===== config.mk =====
export PLATFORM = sky130hd
export DESIGN_NAME = fmpadding_dilate_axi
export DESIGN_NICKNAME = d
export VERILOG_FILES = /design/src/rtl/fmpadding_pkg.sv /design/src/rtl/fmpadding_axis_dim.sv /design/src/rtl/fmpadding_dilate_axi.sv
export SDC_FILE = /design/constraint.sdc
export NUM_CORES = 1
export LEC_CHECK = 0
export ABC_CLOCK_PERIOD_IN_PS = 6000
export BUFFER_PORTS_ARGS = -buffer_cell sky130_fd_sc_hd__buf_2
export CORE_UTILIZATION = 57
export CTS_BUF_LIST = sky130_fd_sc_hd__clkbuf_4
export DETAILED_ROUTE_END_ITERATION = 8
export HOLD_SLACK_MARGIN = 0.05
export PLACE_DENSITY = 0.75
export SLEW_MARGIN = 10
export SYNTH_ARGS = -nofsm -noshare
export SYNTH_HDL_FRONTEND = slang
export SYNTH_SLANG_ARGS = --single-unit

===== constraint.sdc =====
create_clock -name ap_clk -period 6 [get_ports ap_clk]
set_clock_uncertainty 0.15 [all_clocks]
set_input_delay 1.2 -clock ap_clk [delete_from_list [all_inputs] [get_ports ap_clk]]
set_output_delay 1.2 -clock ap_clk [all_outputs]
set_load 0.005 [all_outputs]

===== src/rtl/fmpadding_pkg.sv =====
// Shared definitions for the dilating feature-map padder: register map,
// per-axis geometry record and pad-beat builder.
package fmpadding_pkg;

  localparam logic [3:0] ADDR_XON    = 4'd0;
  localparam logic [3:0] ADDR_XOFF   = 4'd1;
  localparam logic [3:0] ADDR_XEND   = 4'd2;
  localparam logic [3:0] ADDR_XDIL   = 4'd3;
  localparam logic [3:0] ADDR_YON    = 4'd4;
  localparam logic [3:0] ADDR_YOFF   = 4'd5;
  localparam logic [3:0] ADDR_YEND   = 4'd6;
  localparam logic [3:0] ADDR_YDIL   = 4'd7;
  localparam logic [3:0] ADDR_PADVAL = 4'd8;

  // Fields are zero-extended from each axis' counter width to this width.
  localparam int unsigned DIM_BITS     = 16;
  localparam int unsigned PAD_MAX_BITS = 256;

  typedef struct packed {
    logic [DIM_BITS-1:0] on;
    logic [DIM_BITS-1:0] off;
    logic [DIM_BITS-1:0] end_pos;
    logic [DIM_BITS-1:0] dil;
  } dim_cfg_t;

  // Replicate the pad element into every SIMD lane; bits above the lanes stay zero.
  function automatic logic [PAD_MAX_BITS-1:0] pad_beat(input logic [DIM_BITS-1:0] pad_val,
                                                      input int unsigned simd,
                                                      input int unsigned elem_bits);
    logic [PAD_MAX_BITS-1:0] beat;
    logic [DIM_BITS-1:0]     mask;
    mask = (DIM_BITS'(1) << elem_bits) - DIM_BITS'(1);
    beat = '0;
    for (int unsigned i = 0; i < simd; i++) begin
      beat = beat | (PAD_MAX_BITS'(pad_val & mask) << (i * elem_bits));
    end
    return beat;
  endfunction

endpackage


===== src/rtl/fmpadding_axis_dim.sv =====
// One image axis: position counter 0..end_pos and dilation phase counter
// that restarts at the first interior position.
module fmpadding_axis_dim
  import fmpadding_pkg::*;
#(
  parameter int unsigned W = 8
) (
  input  logic     clk,
  input  logic     rst_n,
  input  logic     step,
  input  dim_cfg_t cfg,
  output logic     active,
  output logic     last
);

  logic [W-1:0] pos;
  logic [W-1:0] phase;
  logic [W-1:0] pos_nxt;
  logic [W-1:0] phase_nxt;
  logic         in_range;

  always_comb begin
    in_range  = (DIM_BITS'(pos) >= cfg.on) && (DIM_BITS'(pos) < cfg.off);
    last      = (DIM_BITS'(pos) == cfg.end_pos);
    active    = in_range && (phase == '0);
    pos_nxt   = last ? '0 : pos + W'(1);
    phase_nxt = phase;
    if (in_range) begin
      phase_nxt = (DIM_BITS'(phase) == cfg.dil) ? '0 : phase + W'(1);
    end
    // Entering the interior always lands on a data phase.
    if (DIM_BITS'(pos_nxt) == cfg.on) begin
      phase_nxt = '0;
    end
  end

  always_ff @(posedge clk or negedge rst_n) begin
    if (!rst_n) begin
      pos   <= '0;
      phase <= '0;
    end else if (step) begin
      pos   <= pos_nxt;
      phase <= phase_nxt;
    end
  end

endmodule


===== src/rtl/fmpadding_dilate_axi.sv =====
// AXI-Stream feature-map padder with interior dilation, programmable pad
// value and per-image shadowed geometry.
module fmpadding_dilate_axi
  import fmpadding_pkg::*;
#(
  parameter  int unsigned XCOUNTER_BITS = 8,
  parameter  int unsigned YCOUNTER_BITS = 8,
  parameter  int unsigned NUM_CHANNELS  = 4,
  parameter  int unsigned SIMD          = 2,
  parameter  int unsigned ELEM_BITS     = 4,
  localparam int unsigned STREAM_BITS   = 8 * (1 + (SIMD * ELEM_BITS - 1) / 8)
) (
  input  logic                   ap_clk,
  input  logic                   ap_rst_n,
  input  logic                   we,
  input  logic [3:0]             wa,
  input  logic [31:0]            wd,
  output logic                   s_axis_tready,
  input  logic                   s_axis_tvalid,
  input  logic [STREAM_BITS-1:0] s_axis_tdata,
  input  logic                   m_axis_tready,
  output logic                   m_axis_tvalid,
  output logic [STREAM_BITS-1:0] m_axis_tdata
);

  localparam int unsigned CF_COUNT = NUM_CHANNELS / SIMD;
  localparam int unsigned CF_BITS  = (CF_COUNT > 1) ? $clog2(CF_COUNT) : 1;
  localparam logic [CF_BITS-1:0] CF_LAST = CF_BITS'(CF_COUNT - 1);

  dim_cfg_t             live_x, live_y, act_x, act_y, cfg_x, cfg_y;
  logic [ELEM_BITS-1:0] live_pad, act_pad, cfg_pad;
  logic                 pending;
  logic [CF_BITS-1:0]   cf;
  logic                 ovld;
  logic [STREAM_BITS-1:0] odat;
  logic                 x_active, x_last, y_active, y_last;
  logic                 cf_last, consume, can_issue, issue, step_x, step_y, img_last;
  logic                 unused_wd;

  assign unused_wd = &{1'b0, wd};

  // Live registers have no reset; the active set follows them until an image starts.
  always_ff @(posedge ap_clk) begin
    if (we) begin
      case (wa)
        ADDR_XON:    live_x.on      <= DIM_BITS'(wd[XCOUNTER_BITS-1:0]);
        ADDR_XOFF:   live_x.off     <= DIM_BITS'(wd[XCOUNTER_BITS-1:0]);
        ADDR_XEND:   live_x.end_pos <= DIM_BITS'(wd[XCOUNTER_BITS-1:0]);
        ADDR_XDIL:   live_x.dil     <= DIM_BITS'(wd[XCOUNTER_BITS-1:0]);
        ADDR_YON:    live_y.on      <= DIM_BITS'(wd[YCOUNTER_BITS-1:0]);
        ADDR_YOFF:   live_y.off     <= DIM_BITS'(wd[YCOUNTER_BITS-1:0]);
        ADDR_YEND:   live_y.end_pos <= DIM_BITS'(wd[YCOUNTER_BITS-1:0]);
        ADDR_YDIL:   live_y.dil     <= DIM_BITS'(wd[YCOUNTER_BITS-1:0]);
        ADDR_PADVAL: live_pad       <= wd[ELEM_BITS-1:0];
        default: ;
      endcase
    end
    if (pending) begin
      act_x   <= live_x;
      act_y   <= live_y;
      act_pad <= live_pad;
    end
  end

  // Before the first beat of an image, decisions use the live set directly.
  assign cfg_x   = pending ? live_x   : act_x;
  assign cfg_y   = pending ? live_y   : act_y;
  assign cfg_pad = pending ? live_pad : act_pad;

  fmpadding_axis_dim #(.W(XCOUNTER_BITS)) u_dim_x (
    .clk    (ap_clk),
    .rst_n  (ap_rst_n),
    .step   (step_x),
    .cfg    (cfg_x),
    .active (x_active),
    .last   (x_last)
  );

  fmpadding_axis_dim #(.W(YCOUNTER_BITS)) u_dim_y (
    .clk    (ap_clk),
    .rst_n  (ap_rst_n),
    .step   (step_y),
    .cfg    (cfg_y),
    .active (y_active),
    .last   (y_last)
  );

  assign cf_last       = (cf == CF_LAST);
  assign consume       = x_active && y_active;
  assign can_issue     = !ovld || m_axis_tready;
  assign s_axis_tready = ap_rst_n && consume && can_issue;
  assign issue         = can_issue && (!consume || s_axis_tvalid);
  assign step_x        = issue && cf_last;
  assign step_y        = step_x && x_last;
  assign img_last      = step_y && y_last;

  always_ff @(posedge ap_clk or negedge ap_rst_n) begin
    if (!ap_rst_n) begin
      cf      <= '0;
      pending <= 1'b1;
      ovld    <= 1'b0;
      odat    <= '0;
    end else begin
      if (issue) begin
        cf      <= cf_last ? '0 : cf + CF_BITS'(1);
        pending <= img_last;
        ovld    <= 1'b1;
        odat    <= consume ? s_axis_tdata
                           : STREAM_BITS'(pad_beat(DIM_BITS'(cfg_pad), SIMD, ELEM_BITS));
      end else if (m_axis_tready) begin
        ovld <= 1'b0;
      end
    end
  end

  assign m_axis_tvalid = ovld;
  assign m_axis_tdata  = odat;

endmodule


## Word level (Yosys, flattened, before mapping)

Cells that the tools add are included.

| cells by class | value |
|---|---|
| magnitude comparators | 4 |
| reduce and logical (&&, ||, !) cells | 32 |
| add/sub/neg operators | 5 |
| equality and inequality tests | 14 |
| bitwise operators | 1 |
| mux-type cells | 15 |

Operators by type and width:

| cell | number |
|---|---|
| two-way mux 64 bit | 2 |
| == test 8 x 16 -> 1 bit | 6 |
| two-way mux 8 bit | 9 |
| adder 8 x 1 -> 8 bit, second input constant | 4 |
| >= comparator 8 x 16 -> 1 bit | 2 |
| < comparator 8 x 16 -> 1 bit | 2 |
| AND reduction 2 bit | 11 |
| == test 4 x 3 -> 1 bit, second input constant | 4 |
| logical NOT 8 bit | 2 |
| logical AND 1 bit | 11 |
| == test 4 x 2 -> 1 bit, second input constant | 2 |
| OR 4 x 8 -> 8 bit | 1 |
| nonzero test 2 bit | 3 |
| == test 4 x 1 -> 1 bit, second input constant | 1 |
| == test 4 bit, second input constant | 1 |
| logical NOT 4 bit | 1 |
| two-way mux 4 bit | 1 |
| two-way mux 1 bit | 3 |
| logical NOT 1 bit | 2 |
| logical OR 1 bit | 2 |
| adder 1 bit, second input constant | 1 |

| word-level totals | value |
|---|---|
| register bits after elaboration | 243 |
| word-level logic and storage cells | 97 |
| output and inout bits | 10 |

## Depth between registers and ports, before layout

Gate-level depths: netlist (run 1).

| depth | value |
|---|---|
| word-level depth | 11 |
| mapped depth | 19 |

## Modules after synthesis

A second synthesis (run 1) with hierarchy kept.

| second synthesis, totals | value |
|---|---|
| cell total of the unflattened synthesis | 856 |
| area, all modules | 10206.0 sq um |

Modules (own cells, without submodules):

| module | cells each | area each (sq um) | instances | seq. area each (sq um) |
|---|---|---|---|---|
| fmpadding_dilate_axi | 400 | 6495.0 | 1 | 4961.0 |
| fmpadding_axis_dim | 228 | 1855.5 | 2 | 400.4 |

## Least setup slack after synthesis (run 1)

OpenSTA, ideal clock, no wires.

| path | value |
|---|---|
| path type | flip-flop to output port |
| from | register pending |
| to | output port s_axis_tready |
| data arrival time | 3744 ps |
| setup slack | 906 ps |
| stages on the path, launching flop included | 16 |
| data required time | 4650 ps |
| buffers on the path | 6 |
| cell sequence | dfstp_2 -> buf_4 -> buf_6 -> buf_4 -> buf_2 -> clkbuf_1 -> buf_2 -> mux2i_1 -> ha_1 -> or3_1 -> o211a_1 -> a211oi_1 -> o21ai_1 -> nor2_1 -> and3_1 -> and2_1 |

| between the ends | value |
|---|---|
| longest elaborated chain between the ends | 7 |
| elaborated cells between the ends (all ways) | 13 |
| classes of those cells | order compare (4); mux (2); reduce/logical (7) |

RTL lines:

| what | line | source |
|---|---|---|
| start, declared | fmpadding_dilate_axi.sv:32 | `logic pending;` |
| start signal, assigned | fmpadding_dilate_axi.sv:106 | `pending <= img_last;` |
| two-way mux 64 bit | - |  |
| >= comparator 8 x 16 -> 1 bit or < comparator 8 x 16 -> 1 bit (tied branches) | fmpadding_axis_dim.sv:23 | `in_range = (DIM_BITS'(pos) >= cfg.on) && (DIM_BITS'(pos) < cfg.off);` |
| logical AND 1 bit | fmpadding_axis_dim.sv:23 |  |
| logical AND 1 bit | fmpadding_axis_dim.sv:25 | `active = in_range && (phase == '0);` |
| logical AND 1 bit (*) | fmpadding_dilate_axi.sv:89 | `assign consume = x_active && y_active;` |
| logical AND 1 bit (*) (2 in a row) | fmpadding_dilate_axi.sv:91 | `assign s_axis_tready = ap_rst_n && consume && can_issue;` |
| end, declared | fmpadding_dilate_axi.sv:18 | `output logic s_axis_tready,` |

Every way passes the cells marked *; elsewhere a longest branch is shown, timed or not.

## Final worst setup path (run 1)

Same ends and word-level chain as after synthesis.

==> impl_metrics.toml, run 1 <==
[run_status]
status = "finished clean"

[drt]
drc = 0
wirelength_mm = 20.7
via_per_inst = 5.48
postRouteAntennaNets = 0
num_vias = 6630
drtPass1Iterations = 7
drt_iter0_drc = 441
routedWlPerCell_um = 17.1

[sta]
slew_violations = 0
timing.hold.ws_ns = 0.313
layout_min_cycle_time_ns = 5.58
max_freq_mhz = 179
worst_slack_ns = 0.415
worstMarginPinSlew_ns = 0.976
setup_viol = 0
max_slew_margin = 0.347
tns_ns = 0
fin_crit_sh = 0.931
grt_setup_unrepaired = "no"
hold_viol_final = 0

[synth]
synth_top_area_share = 0.262
yosys_register_bits = 243
ys_top_cells_by_area = "dfxtp_1 (26%), edfxtp_1 (20%), dfrtp_1 (10%), nor2b_1 (4.5%), ha_1 (4.5%)"
synthArstFlopShare = 0.177
ys_types = 66
synth_commonest_cells = "dfxtp_1 (132), nor2b_1 (73), edfxtp_1 (68), inv_1 (44), dfrtp_1 (42)"
synth_warnings = 0
synth_top_cell_by_area = "dfxtp_1"
syn_nets = 948
syn-instance-count = 863
syn_avg_cell_area_um2 = 11.7
synth_most_common_cell = "dfxtp_1"
ys.flop_type = "dfxtp_1"
synth-seq-area-share = 0.571
synth-edff-count = 68
synth_area_um2 = 10100

[finish]
area_growth_pct = 11.5
nets = 1018
drive_gt1_frac = 0.209
fin_util = 0.651
nFillCells = 1351

[clocking]
cts_inserted_buffers = 61
cts_tree = "yes"
cts_root_buf = "clkbuf_4"
clockBufferDepth = 3
cts_resized = 0
holdBufCountCts = 0
clkTransAtPathRegs_ns = 0.07
clk_latency_ns = 0.70
h-tree-depth = 2
post_cts_buffers = 0
clock_sinks = 243

[power_and_ir_drop]
p_leak_uw = 0.00468
ir_drop_mv = 0.236
power_density_nw_per_um2 = 341

[critical_path]
path_max_fanout = 43
path_cells = "buf_4 > mux2i_1 > ha_1 > a21o_1 > a21oi_1 > o221ai_1 > nand3_1 > nor2_1 > and3_1 > and2_1 > buf_2"
reg2reg_depth = 12
crit_path_start_kind = "register"
critPathMaxStageDelay_ns = 0.99
cp_data_arrival_time_ns = 4.23
crit_type = "reg -> out"
crit_slowest_cell = "dfstp_4"
worstPathRequired_ns = 4.65
endpoint_kind = "output port"

[global_route]
grt-ovfl-total = 0
grt_use_total = 0.237
antenna_found_initial = 2
grt_max_degree = 45
grt_pass1_wl_mm = 32.9
grt_pass1_vias = 6486

[hold_path]
min_path_type = "reg -> reg"
hold_depth = 1

[floorplan]
fp.coreArea_um2 = 17300
io_pins = 59
row_count = 48
start_util = 0.584
die_h_um = 135
die_w_um = 135
die_area_um2 = 18200

[placed_design]
gp_congestion = 0.811
port_buffers = 34
dp_hpwl_mm = 13.8
dp_slack_ns = 1.07

[job]
drv_cap = 0
cells in the final DEF, fill, tap and decap left out, types with 25 or more instances in the layout:
| cell | count |
|---|---|
| buf_2 | 34 |
| clkbuf_4 | 98 |
| dfrtp_1 | 42 |
| dfxtp_1 | 132 |
| edfxtp_1 | 68 |
| ha_1 | 36 |
| inv_1 | 44 |
| mux2_2 | 35 |
| mux2i_1 | 30 |
| nand2_1 | 40 |
| nor2_1 | 29 |
| nor2b_1 | 73 |
| o21ai_0 | 27 |
| xnor2_1 | 25 |
flip-flops by register name, indices dropped and copies added, names as in the netlist:
| name | count |
|---|---|
| u_dim_x.phase | 8 |
| live_pad | 4 |
| m_axis_tdata | 8 |
| act_pad | 4 |
| u_dim_y.phase | 8 |
| cf | 1 |
| act_x | 64 |
| live_x | 32 |
| u_dim_y.pos | 8 |
| act_y | 64 |
| pending | 1 |
| live_y | 32 |
| m_axis_tvalid | 1 |
| u_dim_x.pos | 8 |
through the flow:
step	power [µW]	instances	area, µm²
after global routing	4030	1210	11300
final	3830	1210	11300
after global placement	2460	1095	10500
after detailed placement	2480	1095	10500
after CTS	3870	1209	11300
after floorplan	2310	863	10100
where the power goes:
part | internal, µW | total, µW | switching, µW
combinational | 250 | 560 | 310
sequential | 1790 | 1890 | 102
clock | 738 | 1380 | 645
total | 2780 | 3830 | 1060
logic make-up after synthesis:
group,after synthesis,share of synthesized area
AND/OR/NAND/NOR,256,0.145
flip-flops,243,0.571
AO/OA/AOI/OAI,130,0.0896
buffers and inverters,80,0.0341
multiplexers,69,0.0736
XOR/XNOR,49,0.0425
adder cells (fa/ha/maj),36,0.0446
layout make-up:
cell class	instances	area, µm²	area share
Clock buffer	98	736	0.0654
Multi-Input combinational cell	540	4000	0.355
Inverter	45	169	0.0150
Clock inverter	16	65.1	0.00578
Timing Repair Buffer	42	243	0.0216
Antenna cell	1	2.50	0.000222
Sequential cell	243	5770	0.512
Tap cell	225	282	0.0250
worst max-delay path, delay by kind of cell, from the launching register on:
kind,cells,cell delay [ns]
compound gates,3,0.37
fa+ha+maj,1,0.22
buf+inv,2,0.59
flops,1,0.99
mux,1,0.46
simple gates,4,0.92
routing by layer:
metal,share of wire,routed length (µm),GRT usage,vias up
met5,0,0,0,-
met4,0.020,417,0.0930,0
met3,0.048,996,0.0526,35
met2,0.46,9510,0.362,145
met1,0.47,9820,0.328,3175
li1,-,-,-,3275
final timing paths:
path	startpoint	endpoint	slack, ns
setup / recovery	pending	s_axis_tready	0.42
hold / removal	act_y[43]	act_y[43]	0.31
setup reg to reg	pending	u_dim_y.pos[7]	1.42
hold reg to reg	act_y[43]	act_y[43]	0.31
max in group asynchronous	ap_rst_n	m_axis_tdata[5]	4.80
min in group asynchronous	ap_rst_n	m_axis_tdata[4]	0.45
(Power assumes the default switching activity.)
==> inputs of run 2 (changes only) <==
- CELL_PAD_IN_SITES_DETAIL_PLACEMENT: not set -> 0
- CELL_PAD_IN_SITES_GLOBAL_PLACEMENT: not set -> 1
- CORE_UTILIZATION: 57 -> 51
- PLACE_DENSITY: 0.75 -> not set
- PLACE_DENSITY_LB_ADDON: not set -> 0.1
==> impl_metrics.toml, run 2 (synthesis results as in run 1) <==
[finish]
stdcell_count = 1257
nets = 1022
drive_gt1_frac = 0.221
layout_commonest_cell = "dfxtp_1"
layout_common_cells = "dfxtp_1 (132), clkbuf_4 (108), nor2b_1 (73)"
area_growth_pct = 12.5
reg.largest.list = "act_x (64), act_y (64)"

[drt]
postRouteAntennaNets = 0
drc = 0
drt_iter0_drc = 247
via_per_inst = 5.42
routedWlPerCell_um = 17.5
wirelength_mm = 22.0
num_vias = 6817
drtPass1Iterations = 7

[floorplan]
die_h_um = 143
die_w_um = 143
fp.coreArea_um2 = 19500
io_pins = 59
start_util = 0.519
row_count = 51
die_area_um2 = 20400

[critical_path]
path_max_fanout = 54
reg2reg_depth = 13
rr_endpoint = "u_dim_y.pos[5]"
cp_data_arrival_time_ns = 4.18
r2r-start = "pending"
endpoint_kind = "output port"
crit_type = "reg -> out"
worstPathRequired_ns = 4.65
crit_path_start_kind = "register"
r2r_slack_ns = 1.59

[clocking]
clkTransAtPathRegs_ns = 0.06
cts_tree = "yes"
holdBufCountCts = 0
clock_sinks = 243
cts_inserted_buffers = 66
clk_latency_ns = 0.65
post_cts_buffers = 0
cts_resized = 0
cts_root_buf = "clkbuf_4"
clockBufferDepth = 3
h-tree-depth = 3

[global_route]
grt_pass1_wl_mm = 34.8
grt_use_met1 = 0.286
grt_util_met2 = 0.374
gr-max-usage-layer = "met2"
grt_pass1_vias = 6988
antenna_found_initial = 1
grt-ovfl-total = 0
grt_use_total = 0.226
grt_max_degree = 55
met3_usage = 0.0433

[placed_design]
dp_cells = 1134
port_buffers = 34
gp_congestion = 0.877
dp_hpwl_mm = 14.8

[power_and_ir_drop]
p_leak_uw = 0.00473
power_density_nw_per_um2 = 346
ir_drop_mv = 0.196
p_total_uw = 3920

[sta]
grt_setup_unrepaired = "no"
tns_ns = 0
setup_viol = 0
slew_violations = 0
worstMarginPinSlew_ns = 1.19
layout_min_cycle_time_ns = 5.53
hold_viol_final = 0
fin_crit_sh = 0.921
max_slew_margin = 0.201
max_freq_mhz = 181

[hold_path]
min-delay-start = "act_x[35]"
hold_depth = 2
min_path_type = "reg -> reg"
min_to = "act_x[35]"

[run_status]
status = "finished clean"

[job]
drv_cap = 0
-- run 2: cell count changes in the layout (fill, tap and decap cells not counted) --
cell / before / now
nor3_2: 0 / 1
nor3_1: 15 / 14
inv_2: 3 / 6
clkinv_1: 12 / 7
buf_12: 1 / 0
clkbuf_4: 98 / 108
-- run 2: layer usage --
metal / wire length (µm) / part of all wire / vias to the layer above
met5: 0 / 0 / -
met4: 618 / 0.028 / 0
met3: 855 / 0.039 / 57
met2: 10600 / 0.48 / 152
met1: 9970 / 0.45 / 3331
li1: - / - / 3277
-- run 2: critical path: stages, from the launching register on --
cell and delay [ns]:
dfstp_4 1.09, mux2i_1 0.35, ha_1 0.30, a21oi_1 0.14
o21ai_0 0.09, o31ai_1 0.42, nand3_1 0.35, nor2_1 0.31
and3_1 0.24, and2_1 0.13, buf_2 0.11
-- run 2: worst max-delay path by stage --
stage	cells past startpoint	to	from
6_report	10	s_axis_tready	pending
2_1_floorplan	15	s_axis_tready	pending
3_5_place_dp	10	s_axis_tready	pending
5_1_grt	10	s_axis_tready	pending
3_3_place_gp	10	s_axis_tready	pending
4_1_cts	10	s_axis_tready	pending
-- run 2: through the flow --
step | setup slack, ns | util | hold WS [ns] | area [µm²]
after floorplan | 0.906 | - | 0.275 | 10100
after global placement | 1.17 | 0.539 | 0.294 | 10500
after detailed placement | 1.08 | 0.539 | 0.298 | 10500
after CTS | 0.379 | 0.583 | 0.314 | 11400
after global routing | 0.180 | 0.584 | 0.319 | 11400
final | 0.474 | 0.584 | 0.311 | 11400
-- run 2: layout make-up --
class	instances	area, µm²
fill	1659	8100
sequential	243	5770
multi-input combinational	540	4000
clock buffer	108	811
tap	265	332
timing repair buffer	41	223
inverter	45	169
clock inverter	14	57.6
antenna	1	2.50
-- run 2: report_power, final --
part           internal [µW]  leakage [µW]  total [µW]  switching, µW
registers               1790       0.00219        1890           96.7
logic                    251       0.00201         567            315
clock network            815      0.000533        1470            657
total                   2860       0.00473        3920           1070
